--- src/rtl/puck_physics_if.sv ---
// puck_physics_if: groups the per-frame control inputs, paddle positions and
// game outputs of puck_physics into one bundle.
//   master : drives frame_tick, serve and the paddle centres; reads the puck
//            position, scores, goal, game_over and state.
//   slave  : the physics engine side.
interface puck_physics_if;
  logic       frame_tick;
  logic       serve;
  logic [9:0] paddle_a_x, paddle_a_y;
  logic [9:0] paddle_b_x, paddle_b_y;
  logic [9:0] puck_x, puck_y;
  logic [3:0] score_a, score_b;
  logic       goal;
  logic       game_over;
  logic [1:0] state;

  modport master (
    output frame_tick, serve, paddle_a_x, paddle_a_y, paddle_b_x, paddle_b_y,
    input  puck_x, puck_y, score_a, score_b, goal, game_over, state
  );

  modport slave (
    input  frame_tick, serve, paddle_a_x, paddle_a_y, paddle_b_x, paddle_b_y,
    output puck_x, puck_y, score_a, score_b, goal, game_over, state
  );
endinterface

--- src/rtl/puck_physics.sv ---
// puck_physics: per-frame air-hockey puck motion engine feeding vga_sync.
// On each frame_tick in PLAY the puck advances by (vx,vy), bounces off the
// top/bottom walls, bounces or scores at the left/right walls, and is
// deflected by paddle boxes. A game FSM sequences SERVE -> PLAY -> HOLD ->
// (SERVE | OVER).
// Ports:
//   clk, rst_n : clock, asynchronous active-low reset
//   bus        : puck_physics_if.slave (frame_tick, serve, paddle centres in;
//                puck_x/puck_y, score_a/score_b, goal, game_over, state out)
// Optional feature: define PUCK_SPEEDUP_EN to add +1 to |vx| on every paddle
// hit, capped at MAX_SPEED.
module puck_physics #(
  parameter int SCREEN_W    = 640,
  parameter int SCREEN_H    = 480,
  parameter int PUCK_R      = 8,
  parameter int PADDLE_R    = 16,
  parameter int SPEED       = 2,
  parameter int MAX_SPEED   = 7,
  parameter int GOAL_TOP    = 160,
  parameter int GOAL_BOT    = 319,
  parameter int HOLD_FRAMES = 60,
  parameter int WIN_SCORE   = 7
) (
  input  logic           clk,
  input  logic           rst_n,
  puck_physics_if.slave  bus
);

  typedef enum logic [1:0] {
    S_SERVE = 2'd0,
    S_PLAY  = 2'd1,
    S_HOLD  = 2'd2,
    S_OVER  = 2'd3
  } state_t;

  localparam int HW = $clog2(HOLD_FRAMES + 1);

  localparam logic [9:0]         CX      = 10'(SCREEN_W / 2);
  localparam logic [9:0]         CY      = 10'(SCREEN_H / 2);
  localparam logic signed [10:0] LO      = 11'(PUCK_R);
  localparam logic signed [10:0] X_HI    = 11'(SCREEN_W - 1 - PUCK_R);
  localparam logic signed [10:0] Y_HI    = 11'(SCREEN_H - 1 - PUCK_R);
  localparam logic signed [10:0] G_TOP   = 11'(GOAL_TOP);
  localparam logic signed [10:0] G_BOT   = 11'(GOAL_BOT);
  localparam logic signed [11:0] REACH   = 12'(PUCK_R + PADDLE_R);
  localparam logic signed [4:0]  SPD     = 5'(SPEED);
  localparam logic [3:0]         WIN     = 4'(WIN_SCORE);
  localparam logic [HW-1:0]      HOLD_LAST = HW'(HOLD_FRAMES - 1);
`ifdef PUCK_SPEEDUP_EN
  localparam logic signed [4:0]  VMAX    = 5'(MAX_SPEED);
`endif

  function automatic logic signed [11:0] fn_abs12(input logic signed [11:0] v);
    return v[11] ? -v : v;
  endfunction

  state_t             r_state, w_state_n;
  logic [9:0]         r_x, r_y, w_x_n, w_y_n;
  logic signed [4:0]  r_vx, r_vy, w_vx_n, w_vy_n;
  logic [3:0]         r_sa, r_sb, w_sa_n, w_sb_n;
  logic               r_dir, r_ysgn, w_dir_n, w_ysgn_n;
  logic               r_goal, w_goal_n, r_over;
  logic [HW-1:0]      r_hold, w_hold_n;

  // Motion datapath: 11-bit signed so a step past x=0 / y=0 shows up negative.
  logic signed [10:0] w_nx, w_ny, w_ny_c;
  logic signed [4:0]  w_avx, w_avy, w_vy_b, w_vmag;
  logic signed [11:0] w_dax, w_day, w_dbx, w_dby;
  logic               w_hit_a, w_hit_b, w_mouth;

  always_comb begin
    w_nx  = $signed({1'b0, r_x}) + $signed({{6{r_vx[4]}}, r_vx});
    w_ny  = $signed({1'b0, r_y}) + $signed({{6{r_vy[4]}}, r_vy});
    w_avx = r_vx[4] ? -r_vx : r_vx;
    w_avy = r_vy[4] ? -r_vy : r_vy;

    // Top/bottom walls clamp and force vy away from the wall.
    if (w_ny <= LO) begin
      w_ny_c = LO;
      w_vy_b = w_avy;
    end else if (w_ny >= Y_HI) begin
      w_ny_c = Y_HI;
      w_vy_b = -w_avy;
    end else begin
      w_ny_c = w_ny;
      w_vy_b = r_vy;
    end

    // Goal mouth is judged on the clamped y.
    w_mouth = (w_ny_c >= G_TOP) && (w_ny_c <= G_BOT);

    // Box overlap against each paddle; uses the unclamped next position.
    w_dax   = $signed({w_nx[10], w_nx}) - $signed({2'b00, bus.paddle_a_x});
    w_day   = $signed({w_ny[10], w_ny}) - $signed({2'b00, bus.paddle_a_y});
    w_dbx   = $signed({w_nx[10], w_nx}) - $signed({2'b00, bus.paddle_b_x});
    w_dby   = $signed({w_ny[10], w_ny}) - $signed({2'b00, bus.paddle_b_y});
    w_hit_a = (fn_abs12(w_dax) <= REACH) && (fn_abs12(w_day) <= REACH);
    w_hit_b = (fn_abs12(w_dbx) <= REACH) && (fn_abs12(w_dby) <= REACH);

`ifdef PUCK_SPEEDUP_EN
    w_vmag = (w_avx >= VMAX) ? VMAX : w_avx + 5'sd1;
`else
    w_vmag = w_avx;
`endif
  end

  // Next-state / next-value logic for the whole game.
  always_comb begin
    w_state_n = r_state;
    w_x_n     = r_x;
    w_y_n     = r_y;
    w_vx_n    = r_vx;
    w_vy_n    = r_vy;
    w_sa_n    = r_sa;
    w_sb_n    = r_sb;
    w_dir_n   = r_dir;
    w_ysgn_n  = r_ysgn;
    w_hold_n  = r_hold;
    w_goal_n  = 1'b0;

    case (r_state)
      S_SERVE: begin
        w_x_n  = CX;
        w_y_n  = CY;
        w_vx_n = '0;
        w_vy_n = '0;
        // Serve wins over a coincident tick: no motion until the next tick.
        if (bus.serve) begin
          w_vx_n    = r_dir  ? -SPD : SPD;
          w_vy_n    = r_ysgn ? -SPD : SPD;
          w_ysgn_n  = ~r_ysgn;
          w_state_n = S_PLAY;
        end
      end

      S_PLAY: begin
        if (bus.frame_tick) begin
          w_y_n  = w_ny_c[9:0];
          w_vy_n = w_vy_b;
          if (w_nx <= LO) begin
            w_x_n = LO[9:0];
            if (w_mouth) begin
              w_sb_n    = (r_sb == WIN) ? r_sb : r_sb + 4'd1;
              w_goal_n  = 1'b1;
              w_dir_n   = 1'b0;
              w_vx_n    = '0;
              w_vy_n    = '0;
              w_state_n = S_HOLD;
            end else begin
              w_vx_n = w_avx;
            end
          end else if (w_nx >= X_HI) begin
            w_x_n = X_HI[9:0];
            if (w_mouth) begin
              w_sa_n    = (r_sa == WIN) ? r_sa : r_sa + 4'd1;
              w_goal_n  = 1'b1;
              w_dir_n   = 1'b1;
              w_vx_n    = '0;
              w_vy_n    = '0;
              w_state_n = S_HOLD;
            end else begin
              w_vx_n = -w_avx;
            end
          end else begin
            // Paddles only steer when no side wall was reached this frame.
            w_x_n = w_nx[9:0];
            if (w_hit_a)      w_vx_n = w_vmag;
            else if (w_hit_b) w_vx_n = -w_vmag;
          end
        end
      end

      S_HOLD: begin
        if (bus.frame_tick) begin
          if (r_hold == HOLD_LAST) begin
            w_hold_n  = '0;
            w_x_n     = CX;
            w_y_n     = CY;
            w_state_n = (r_sa == WIN || r_sb == WIN) ? S_OVER : S_SERVE;
          end else begin
            w_hold_n = r_hold + 1'b1;
          end
        end
      end

      S_OVER: begin
        w_x_n  = CX;
        w_y_n  = CY;
        w_vx_n = '0;
        w_vy_n = '0;
        if (bus.serve) begin
          w_sa_n    = '0;
          w_sb_n    = '0;
          w_dir_n   = 1'b0;
          w_ysgn_n  = 1'b0;
          w_hold_n  = '0;
          w_state_n = S_SERVE;
        end
      end

      default: w_state_n = S_SERVE;
    endcase
  end

  always_ff @(posedge clk or negedge rst_n) begin
    if (!rst_n) begin
      r_state <= S_SERVE;
      r_x     <= CX;
      r_y     <= CY;
      r_vx    <= '0;
      r_vy    <= '0;
      r_sa    <= '0;
      r_sb    <= '0;
      r_dir   <= 1'b0;
      r_ysgn  <= 1'b0;
      r_hold  <= '0;
      r_goal  <= 1'b0;
      r_over  <= 1'b0;
    end else begin
      r_state <= w_state_n;
      r_x     <= w_x_n;
      r_y     <= w_y_n;
      r_vx    <= w_vx_n;
      r_vy    <= w_vy_n;
      r_sa    <= w_sa_n;
      r_sb    <= w_sb_n;
      r_dir   <= w_dir_n;
      r_ysgn  <= w_ysgn_n;
      r_hold  <= w_hold_n;
      r_goal  <= w_goal_n;
      r_over  <= (w_state_n == S_OVER);
    end
  end

  assign bus.puck_x    = r_x;
  assign bus.puck_y    = r_y;
  assign bus.score_a   = r_sa;
  assign bus.score_b   = r_sb;
  assign bus.goal      = r_goal;
  assign bus.game_over = r_over;
  assign bus.state     = r_state;

endmodule
--- src/flat_wrapper.sv ---
// flat-port wrapper written by rule: the top's interface ports become plain ports
module puck_physics_flat 
#(
  parameter int SCREEN_W    = 640,
  parameter int SCREEN_H    = 480,
  parameter int PUCK_R      = 8,
  parameter int PADDLE_R    = 16,
  parameter int SPEED       = 2,
  parameter int MAX_SPEED   = 7,
  parameter int GOAL_TOP    = 160,
  parameter int GOAL_BOT    = 319,
  parameter int HOLD_FRAMES = 60,
  parameter int WIN_SCORE   = 7
)
  (clk, rst_n, bus_frame_tick, bus_serve, bus_paddle_a_x, bus_paddle_a_y, bus_paddle_b_x, bus_paddle_b_y, bus_puck_x, bus_puck_y, bus_score_a, bus_score_b, bus_goal, bus_game_over, bus_state);
  puck_physics_if bus_i ();
  input  logic clk;
  input  logic rst_n;
  input wire logic [$bits(bus_i.frame_tick)-1:0] bus_frame_tick;
  input wire logic [$bits(bus_i.serve)-1:0] bus_serve;
  input wire logic [$bits(bus_i.paddle_a_x)-1:0] bus_paddle_a_x;
  input wire logic [$bits(bus_i.paddle_a_y)-1:0] bus_paddle_a_y;
  input wire logic [$bits(bus_i.paddle_b_x)-1:0] bus_paddle_b_x;
  input wire logic [$bits(bus_i.paddle_b_y)-1:0] bus_paddle_b_y;
  output wire logic [$bits(bus_i.puck_x)-1:0] bus_puck_x;
  output wire logic [$bits(bus_i.puck_y)-1:0] bus_puck_y;
  output wire logic [$bits(bus_i.score_a)-1:0] bus_score_a;
  output wire logic [$bits(bus_i.score_b)-1:0] bus_score_b;
  output wire logic [$bits(bus_i.goal)-1:0] bus_goal;
  output wire logic [$bits(bus_i.game_over)-1:0] bus_game_over;
  output wire logic [$bits(bus_i.state)-1:0] bus_state;
  assign bus_i.frame_tick = bus_frame_tick;
  assign bus_i.serve = bus_serve;
  assign bus_i.paddle_a_x = bus_paddle_a_x;
  assign bus_i.paddle_a_y = bus_paddle_a_y;
  assign bus_i.paddle_b_x = bus_paddle_b_x;
  assign bus_i.paddle_b_y = bus_paddle_b_y;
  assign bus_puck_x = bus_i.puck_x;
  assign bus_puck_y = bus_i.puck_y;
  assign bus_score_a = bus_i.score_a;
  assign bus_score_b = bus_i.score_b;
  assign bus_goal = bus_i.goal;
  assign bus_game_over = bus_i.game_over;
  assign bus_state = bus_i.state;
  puck_physics #(.SCREEN_W(SCREEN_W), .SCREEN_H(SCREEN_H), .PUCK_R(PUCK_R), .PADDLE_R(PADDLE_R), .SPEED(SPEED), .MAX_SPEED(MAX_SPEED), .GOAL_TOP(GOAL_TOP), .GOAL_BOT(GOAL_BOT), .HOLD_FRAMES(HOLD_FRAMES), .WIN_SCORE(WIN_SCORE)) u_core (.clk(clk), .rst_n(rst_n), .bus(bus_i));
endmodule
--- config.mk ---
export PLATFORM = sky130hd
export DESIGN_NAME = puck_physics_flat
export DESIGN_NICKNAME = d
export VERILOG_FILES = /design/src/rtl/puck_physics_if.sv /design/src/rtl/puck_physics.sv /design/src/flat_wrapper.sv
export SDC_FILE = /design/constraint.sdc
export NUM_CORES = 1
export LEC_CHECK = 0
export ABC_CLOCK_PERIOD_IN_PS = 6720
export BUFFER_PORTS_ARGS = -buffer_cell sky130_fd_sc_hd__buf_4
export CAP_MARGIN = 10
export CORE_UTILIZATION = 60
export DETAILED_ROUTE_END_ITERATION = 8
export PLACE_DENSITY = 0.91
export SYNTH_ARGS = -nofsm -noshare
export SYNTH_HDL_FRONTEND = slang
export SYNTH_SLANG_ARGS = --single-unit
export TNS_END_PERCENT = 100
--- constraint.sdc ---
create_clock -name clk -period 6.72 [get_ports clk]
set_clock_uncertainty 0.05 [all_clocks]
set_input_delay 0 -clock clk [delete_from_list [all_inputs] [get_ports clk]]
set_output_delay 0 -clock clk [all_outputs]
set_load 0.03 [all_outputs]
==> results of run 1 <==
stage by stage:
stage	instances	hold slack, ns	utilization (%)	setup slack [ns]
global route	1131	0.0647	68.9	0.673
CTS	1131	0.0277	68.9	1.00
finish	1131	0.0393	68.9	0.971
floorplan	925	-0.346	-	1.49
detailed placement	1121	0.0128	67.5	1.03
global placement	1121	0.00347	67.5	1.26
cell type report:
cell class	instances	area, µm²	share of cell area, %
multi-input cells	783	5430	69.0
inverters	66	248	3.15
flip-flops and latches	50	1260	16.0
clock buffers	6	129	1.64
repair buffers	81	613	7.79
clock inverters	2	13.8	0.175
well taps	143	179	2.27
what timing repair did:
| item | 4_1_cts | 5_1_grt |
|---|---|---|
| resized for setup | 0 | 0 |
| hold endpoints to repair | 46 | 0 |
| hold buffers | 2 | 0 |
cell usage in the layout, fill, tap and decap left out, types with 10 or more instances in the layout:
cell type,Yosys,final
nor2_1,82,82
nand2_1,79,79
buf_4,1,79
inv_1,66,66
a21oi_1,66,66
o21ai_0,63,63
ha_1,59,59
xnor2_1,45,45
dfrtp_1,44,44
xor2_1,26,26
nor3_1,23,23
a21o_1,22,22
nand3_1,19,19
nor2b_1,14,14
nand2b_1,14,14
o21a_1,13,13
o31ai_1,13,13
or3_1,12,12
o211ai_1,12,12
a31oi_1,12,12
a211oi_1,11,11
and2_1,11,11
or2_2,10,10
flip-flops by register name (all words and copies together), names as in the netlist:
signal                count
u_core.r_vy               5
u_core.bus.state          2
u_core.bus.game_over      1
u_core.bus.puck_x        10
u_core.bus.score_b        4
u_core.r_hold             6
u_core.r_dir              1
u_core.bus.score_a        4
u_core.bus.goal           1
u_core.r_ysgn             1
u_core.r_vx               5
u_core.bus.puck_y        10
cell families after synthesis:
logic type	synth area share, %
AND/OR/NAND/NOR	21.9
adder cells (fa/ha/maj)	12.8
AO/OA/AOI/OAI	30.7
flip-flops	17.9
XOR/XNOR	9.06
buffers and inverters	4.99
multiplexers	2.70
metal layers:
metal,global-route usage (%),vias up,wire [µm]
met2,51.4,330,8450
met1,39.6,3399,7890
met4,9.68,0,344
li1,-,3549,-
met3,3.47,35,1490
met5,0,-,0
critical path, cell delays in order (launching register included):
cell and delay [ns]:
dfrtp_1 0.40, ha_1 0.23, fa_1 0.43, a211oi_1 0.30, nor2_1 0.11, o21a_1 0.18
nor2_1 0.11, xnor2_1 0.25, ha_1 0.37, o21a_1 0.15, o21ai_0 0.16, a31oi_1 0.11
o41ai_1 0.60, nor2_1 0.26, o32ai_1 0.41, o2111ai_1 0.23, a211oi_1 0.40, a41o_4 0.20
a21oi_2 0.07, mux2_4 0.30, o32a_1 0.33
how the worst max path moves through the flow:
stage	to	slack, ns
after detailed placement	u_core.r_vx[3]	1.03
after floorplan	u_core.r_vx[3]	1.49
final	u_core.r_vx[2]	0.97
after global routing	u_core.r_vx[4]	0.67
after global placement	u_core.r_vx[3]	1.26
after CTS	u_core.r_vx[3]	1.00
==> results.json, run 1 <==
{
  "yosys.area.top_type": "dfrtp_1",
  "slew_headroom_pct": 23.4,
  "synth.distinct_cells": 83,
  "hp-class": "in2reg",
  "ys_async_sr_fraction_pct": 100,
  "fin_area_um2": 7870,
  "critPathKind": "reg2reg",
  "final_nets": 1096,
  "antenna_found_initial": 0,
  "syn_inst": 925,
  "cts_tree": "yes",
  "num_vias": 7313,
  "yosys-top-cells-count": "nor2_1, nand2_1, a21oi_1, inv_1, o21ai_0",
  "hold_viol": 0,
  "firstDrtPassIters": 8,
  "synth.most_common_cell": "nor2_1",
  "clk_pin_slew_ns": 0.07,
  "maxSlewViolCount": 0,
  "drc": 0,
  "start_util_pct": 61.7,
  "gp_congestion": 0.952,
  "area_growth_pct": 11.8,
  "yosys_register_bits": 50,
  "grt_first_pass_wirelength_um": 29400,
  "n_fill_cell": 938,
  "dpl_cell_area_um2": 7710,
  "cp_max_fo": 6,
  "r2r-end": "u_core.r_vx[2]",
  "cp-start-kind": "flip-flop",
  "fin_crit_ns": 5.75,
  "vias_per_cell": 6.47,
  "synth_edf_count": 0,
  "wire_per_inst_um": 16.1,
  "timing.final.crit_share_pct": 85.5,
  "syn_area_per_cell_um2": 7.61,
  "drive_gt1_share_pct": 13.8,
  "synthTopCellsByArea": "dfrtp_1, ha_1, xnor2_1",
  "die-height_um": 110,
  "ys.flop_type": "dfrtp_1",
  "worstSetupStartpoint": "u_core.bus.puck_x[0]",
  "crit_arrival_ns": 5.88,
  "syn_area_um2": 7040,
  "insertion_delay_ns": 0.30,
  "worst_ep_required_time_ns": 6.85,
  "grt_overflow": 0,
  "drtIter0Drc": 668,
  "die_area_um2": 12200,
  "fp-row-count": 39,
  "maxCapViolations": 0,
  "yosys_warnings": 0,
  "setup_viol": 0,
  "min_delay_path_depth": 3,
  "status": "complete, no violations",
  "reg2regPathDepth": 20,
  "routed_wl_um": 18200,
  "portBuffers": 75,
  "dp_hpwl_um": 14200,
  "grt_pass1_vias": 6561,
  "cts_setup_buffers": 0,
  "cts_max_level": 2,
  "track_usage_pct": 30.1,
  "cts.sinks": 50,
  "hold_start": "bus_frame_tick",
  "io_pins": 76,
  "diodes": 0,
  "ant_nets": 0,
  "ys_seq_area_share_pct": 17.9,
  "clockBufferDepth": 2,
  "synth_top_area_share_pct": 15.6,
  "grt_max_degree": 51,
  "finalSetupTns_ns": 0,
  "worstMarginPinSlew_ns": 1.14,
  "die_w_um": 110,
  "numCtsBuffers": 5,
  "fmax_mhz": 174,
  "cp-end-kind": "flip-flop",
  "cts-root-buf": "clkbuf_16",
  "rsz0062_at_grt": "false",
  "r2r_start": "u_core.bus.puck_x[0]",
  "core_um2": 11400,
  "whs_endpoint": "u_core.bus.state[0]",
  "r2r_slack_ns": 0.97,
  "synth_fp_nets": 1034
}
Power of run 1 is left out: the tool's default activity adds up to more than one toggle a clock period on the data nets, which glitch-free logic cannot reach.
==> run 2, diff against run 1 <==
Settings changed: CORE_UTILIZATION 60 to 45, PLACE_DENSITY 0.91 to 0.74, RECOVER_POWER set to 100.
==> results.json, run 2 (synthesis gave the netlist of run 1 again) <==
{
  "crit_arrival_ns": 5.98,
  "die-height_um": 127,
  "status": "finished, violations left",
  "layout_common_cells": "nor2_1, nand2_1, a21oi_1",
  "crit_buf_inv": 0,
  "numCtsBuffers": 5,
  "io_pins": 76,
  "cp-end-kind": "flip-flop",
  "gp_congestion": 0.918,
  "worst_ep_required_time_ns": 6.84,
  "portBuffers": 75,
  "critPathMaxStageDelay_ns": 0.56,
  "routed_wl_um": 18700,
  "path_delay_family": "compound AO/OA/AOI/OAI gates",
  "worstMarginPinSlew_ns": 2.73,
  "die_w_um": 127,
  "cts_tree": "yes",
  "cp_max_fo": 6,
  "dp_slack_ns": 1.04,
  "setup_viol": 0,
  "grt_pass1_vias": 6496,
  "crit_path_frequent_cell": "nor2_1",
  "fmax_mhz": 171,
  "grt_max_degree": 51,
  "num_vias": 7086,
  "layout_commonest_cell": "nor2_1",
  "crit_path_cell_trace": "ha_1 > fa_1 > a211oi_1 > nor2_1 > o21a_1 > nor2_1 > xnor2_1 > ha_1 > o21a_1 > o21ai_0 > a31oi_1 > o41ai_1 > nor2_1 > o32ai_1 > o2111ai_1 > a211oi_1 > a41o_4 > a21oi_1 > mux2_4 > o32a_1",
  "grt_overflow": 0,
  "diodes": 0,
  "hp-class": "in2reg",
  "whs_ns": 0.0421,
  "maxSlewViolCount": 51,
  "core_um2": 15300,
  "drc": 0,
  "cts-root-buf": "clkbuf_16",
  "cp-start-kind": "flip-flop",
  "drtIter0Drc": 561,
  "area_growth_pct": 11.4,
  "clk_pin_slew_ns": 0.07,
  "drive_gt1_share_pct": 9.92,
  "start_util_pct": 46.1,
  "violations": "max-capacitance violations, max-slew violations",
  "firstDrtPassIters": 5,
  "track_usage_pct": 23.2,
  "rsz0062_at_grt": "false",
  "hold_viol": 0,
  "antenna_found_initial": 0,
  "finalSetupTns_ns": 0,
  "die_area_um2": 16100,
  "grt_first_pass_wirelength_um": 31100,
  "fp-row-count": 45,
  "dp_hpwl_um": 14900,
  "clockBufferDepth": 2,
  "wire_per_inst_um": 15.6,
  "critPathKind": "reg2reg",
  "maxCapViolations": 1,
  "cts.sinks": 50,
  "ant_nets": 0,
  "crit_slowest_cell": "o41ai_1",
  "slew_headroom_pct": -81.8,
  "timing.final.crit_share_pct": 87.1,
  "worst_slack_ns": 0.866,
  "cts_max_level": 2,
  "fin_crit_ns": 5.85,
  "vias_per_cell": 5.91,
  "final_nets": 1096,
  "insertion_delay_ns": 0.29
}
## run 2: worst paths after layout
check	from	endpoint	slack [ns]	cells after the start
worst max-delay path	u_core.bus.puck_x[0]	u_core.r_vx[2]	0.87	20
worst min-delay path	bus_frame_tick	u_core.bus.state[0]	0.04	3
worst max register to register	u_core.bus.puck_x[0]	u_core.r_vx[2]	0.87	20
worst min register to register	u_core.bus.puck_x[0]	u_core.bus.puck_x[0]	0.46	2
max in group asynchronous	rst_n	u_core.r_hold[1]	4.01	2
min in group asynchronous	rst_n	u_core.bus.score_a[2]	1.08	2
## run 2: cell type report
type | count | area (µm²)
fill | 1502 | 7420
multi-input combinational | 783 | 5420
sequential | 50 | 1260
timing repair buffer | 81 | 482
tap | 211 | 264
inverter | 66 | 248
clock buffer | 6 | 129
clock inverter | 2 | 37.5
## run 2: metal layers
| metal | track usage [%] | vias to the layer above | routed length [µm] |
|---|---|---|---|
| met5 | 0 | - | 0 |
| met3 | 2.39 | 15 | 978 |
| li1 | - | 3537 | - |
| met4 | 4.13 | 0 | 172 |
| met2 | 39.1 | 198 | 8740 |
| met1 | 32.5 | 3336 | 8790 |
## run 2: through the flow
| step | instance area [µm²] | utilization [%] | cells |
|---|---|---|---|
| floorplan | 7040 | - | 925 |
| global placement | 7790 | 51.0 | 1188 |
| detailed placement | 7790 | 51.0 | 1188 |
| CTS | 7970 | 52.3 | 1198 |
| global route | 7840 | 51.4 | 1199 |
| finish | 7840 | 51.4 | 1199 |
## run 2: what timing repair did
| item | CTS | global route |
|---|---|---|
| hold buffers | 2 | 0 |
| endpoints found under the hold margin | 46 | 0 |
| setup buffers | 0 | 0 |
| resized for setup | 0 | 0 |
## run 2: tightest hold or removal path, cell delays in order
cell	delay, ns
buf_4	0.14
nand4_1	0.10
o211ai_1	0.09
Power of run 2 is left out for the same reason.
==> run 3, diff against run 2 <==
Settings changed: CAP_MARGIN 10 to unset, PLACE_DENSITY 0.74 to unset.
==> results.json, run 3 (synthesis gave the netlist of run 1 again) <==
{
  "gp_congestion": 0.873,
  "hold_start": "bus_frame_tick",
  "routed_wl_um": 19000,
  "fp-row-count": 45,
  "crit_arrival_ns": 5.96,
  "firstDrtPassIters": 5,
  "multiInputGateArea_um2": 5430,
  "num_vias": 6964,
  "r2r_start": "u_core.bus.puck_y[0]",
  "slew_headroom_pct": -84.2,
  "die_w_um": 127,
  "min_delay_path_depth": 3,
  "setup_viol": 0,
  "cp_max_fo": 8,
  "critPathKind": "reg2reg",
  "antenna_found_initial": 0,
  "numCtsBuffers": 5,
  "cts_setup_buffers": 0,
  "finalSetupTns_ns": 0,
  "rsz0062_at_grt": "false",
  "core_um2": 15300,
  "dp_hpwl_um": 15100,
  "hold_viol": 0,
  "dpl_cell_area_um2": 7790,
  "fin_crit_ns": 5.84,
  "insertion_delay_ns": 0.29,
  "drive_gt1_share_pct": 10.3,
  "io_pins": 76,
  "cts_tree": "yes",
  "area.sequential_um2": 1260,
  "ant_nets": 0,
  "die_area_um2": 16100,
  "cts-root-buf": "clkbuf_16",
  "drtIter0Drc": 451,
  "worst_ep_required_time_ns": 6.84,
  "status": "finished, violations left",
  "r2r-end": "u_core.r_vx[3]",
  "cts_resized": 0,
  "clockBufferDepth": 2,
  "maxCapViolations": 1,
  "cp-start-kind": "flip-flop",
  "portBuffers": 75,
  "die-height_um": 127,
  "r2r_slack_ns": 0.88,
  "wire_per_inst_um": 15.8,
  "hp-class": "in2reg",
  "n_fill_cell": 1538,
  "final_nets": 1096,
  "whs_endpoint": "u_core.bus.state[0]",
  "grt_max_degree": 51,
  "grt_overflow": 0,
  "worstMarginPinSlew_ns": 2.76,
  "cp-end-kind": "flip-flop",
  "clk_pin_slew_ns": 0.07,
  "violations": "max-capacitance violations, max-slew violations",
  "fmax_mhz": 171,
  "vias_per_cell": 5.81,
  "grt_pass1_vias": 6337,
  "timing.final.crit_share_pct": 86.9,
  "diodes": 0,
  "postCtsHoldBufs": 2,
  "cts_max_level": 2,
  "area_growth_pct": 11.5,
  "whs_ns": 0.0171,
  "grt_first_pass_wirelength_um": 31600,
  "track_usage_pct": 23.7,
  "reg2regPathDepth": 19,
  "drc": 0,
  "maxSlewViolCount": 51,
  "start_util_pct": 46.1,
  "cts.sinks": 50,
  "fin_area_um2": 7850,
  "layout_commonest_cell": "nor2_1",
  "layout_common_cells": "nor2_1, nand2_1, inv_1, a21oi_1, o21ai_0"
}
==> run 3: changes by cell type in the layout (fill, tap and decap cells not counted), sizes merged <==
cell | before | now
clkinvlp | 1 | 0
clkbuf | 41 | 39
inv | 66 | 67
buf | 44 | 45
clkinv | 0 | 1
==> run 3: worst max-delay path by stage <==
| stage | from | end | slack, ns | depth (start not counted) |
|---|---|---|---|---|
| after floorplan | u_core.bus.puck_x[0] | u_core.r_vx[3] | 1.49 | 19 |
| after global placement | u_core.bus.puck_x[0] | u_core.r_vx[2] | 1.12 | 20 |
| after detailed placement | u_core.bus.puck_x[0] | u_core.r_vx[2] | 1.05 | 18 |
| after CTS | u_core.bus.puck_x[0] | u_core.r_vx[2] | 1.00 | 18 |
| after global routing | u_core.bus.puck_y[0] | u_core.r_vx[4] | 0.35 | 19 |
| final | u_core.bus.puck_y[0] | u_core.r_vx[3] | 0.88 | 19 |
==> run 3: layout make-up <==
cell class | instances | area share [%]
repair buffers | 81 | 6.18
multi-input cells | 783 | 69.1
well taps | 211 | 3.36
flip-flops and latches | 50 | 16.0
inverters | 66 | 3.16
clock inverters | 3 | 0.558
clock buffers | 5 | 1.59
==> run 3: stage by stage <==
stage / setup WS, ns / instances / util (%)
5_1_grt: 0.347 / 1199 / 51.4
3_5_place_dp: 1.05 / 1189 / 51.1
6_report: 0.880 / 1199 / 51.4
3_3_place_gp: 1.12 / 1189 / 51.1
2_1_floorplan: 1.49 / 925 / -
4_1_cts: 1.00 / 1199 / 52.3
==> run 3: per-layer routing <==
layer / wire length [µm] / share of wire (%) / track usage (%) / vias up
met5: 0 / 0 / 0 / -
met4: 168 / 0.88 / 3.57 / 0
li1: - / - / - / 3541
met2: 8540 / 45 / 38.7 / 155
met3: 792 / 4.2 / 1.76 / 17
met1: 9490 / 50 / 34.9 / 3251
==> run 3: worst max-delay path, cell delays in order (launching register included) <==
cell and delay [ns]:
dfrtp_1 0.40, ha_1 0.25, fa_1 0.42, a211oi_1 0.46
nor2_1 0.26, o21a_1 0.23, nor2_1 0.11, xnor2_1 0.18
ha_1 0.37, inv_1 0.08, a2111oi_0 0.33, a311oi_1 0.14
maj3_1 0.43, o31ai_1 0.25, xnor2_1 0.22, or4b_2 0.61
o31ai_1 0.09, a41o_1 0.27, o21a_1 0.22, mux2_2 0.36
Power of run 3 is left out for the same reason.
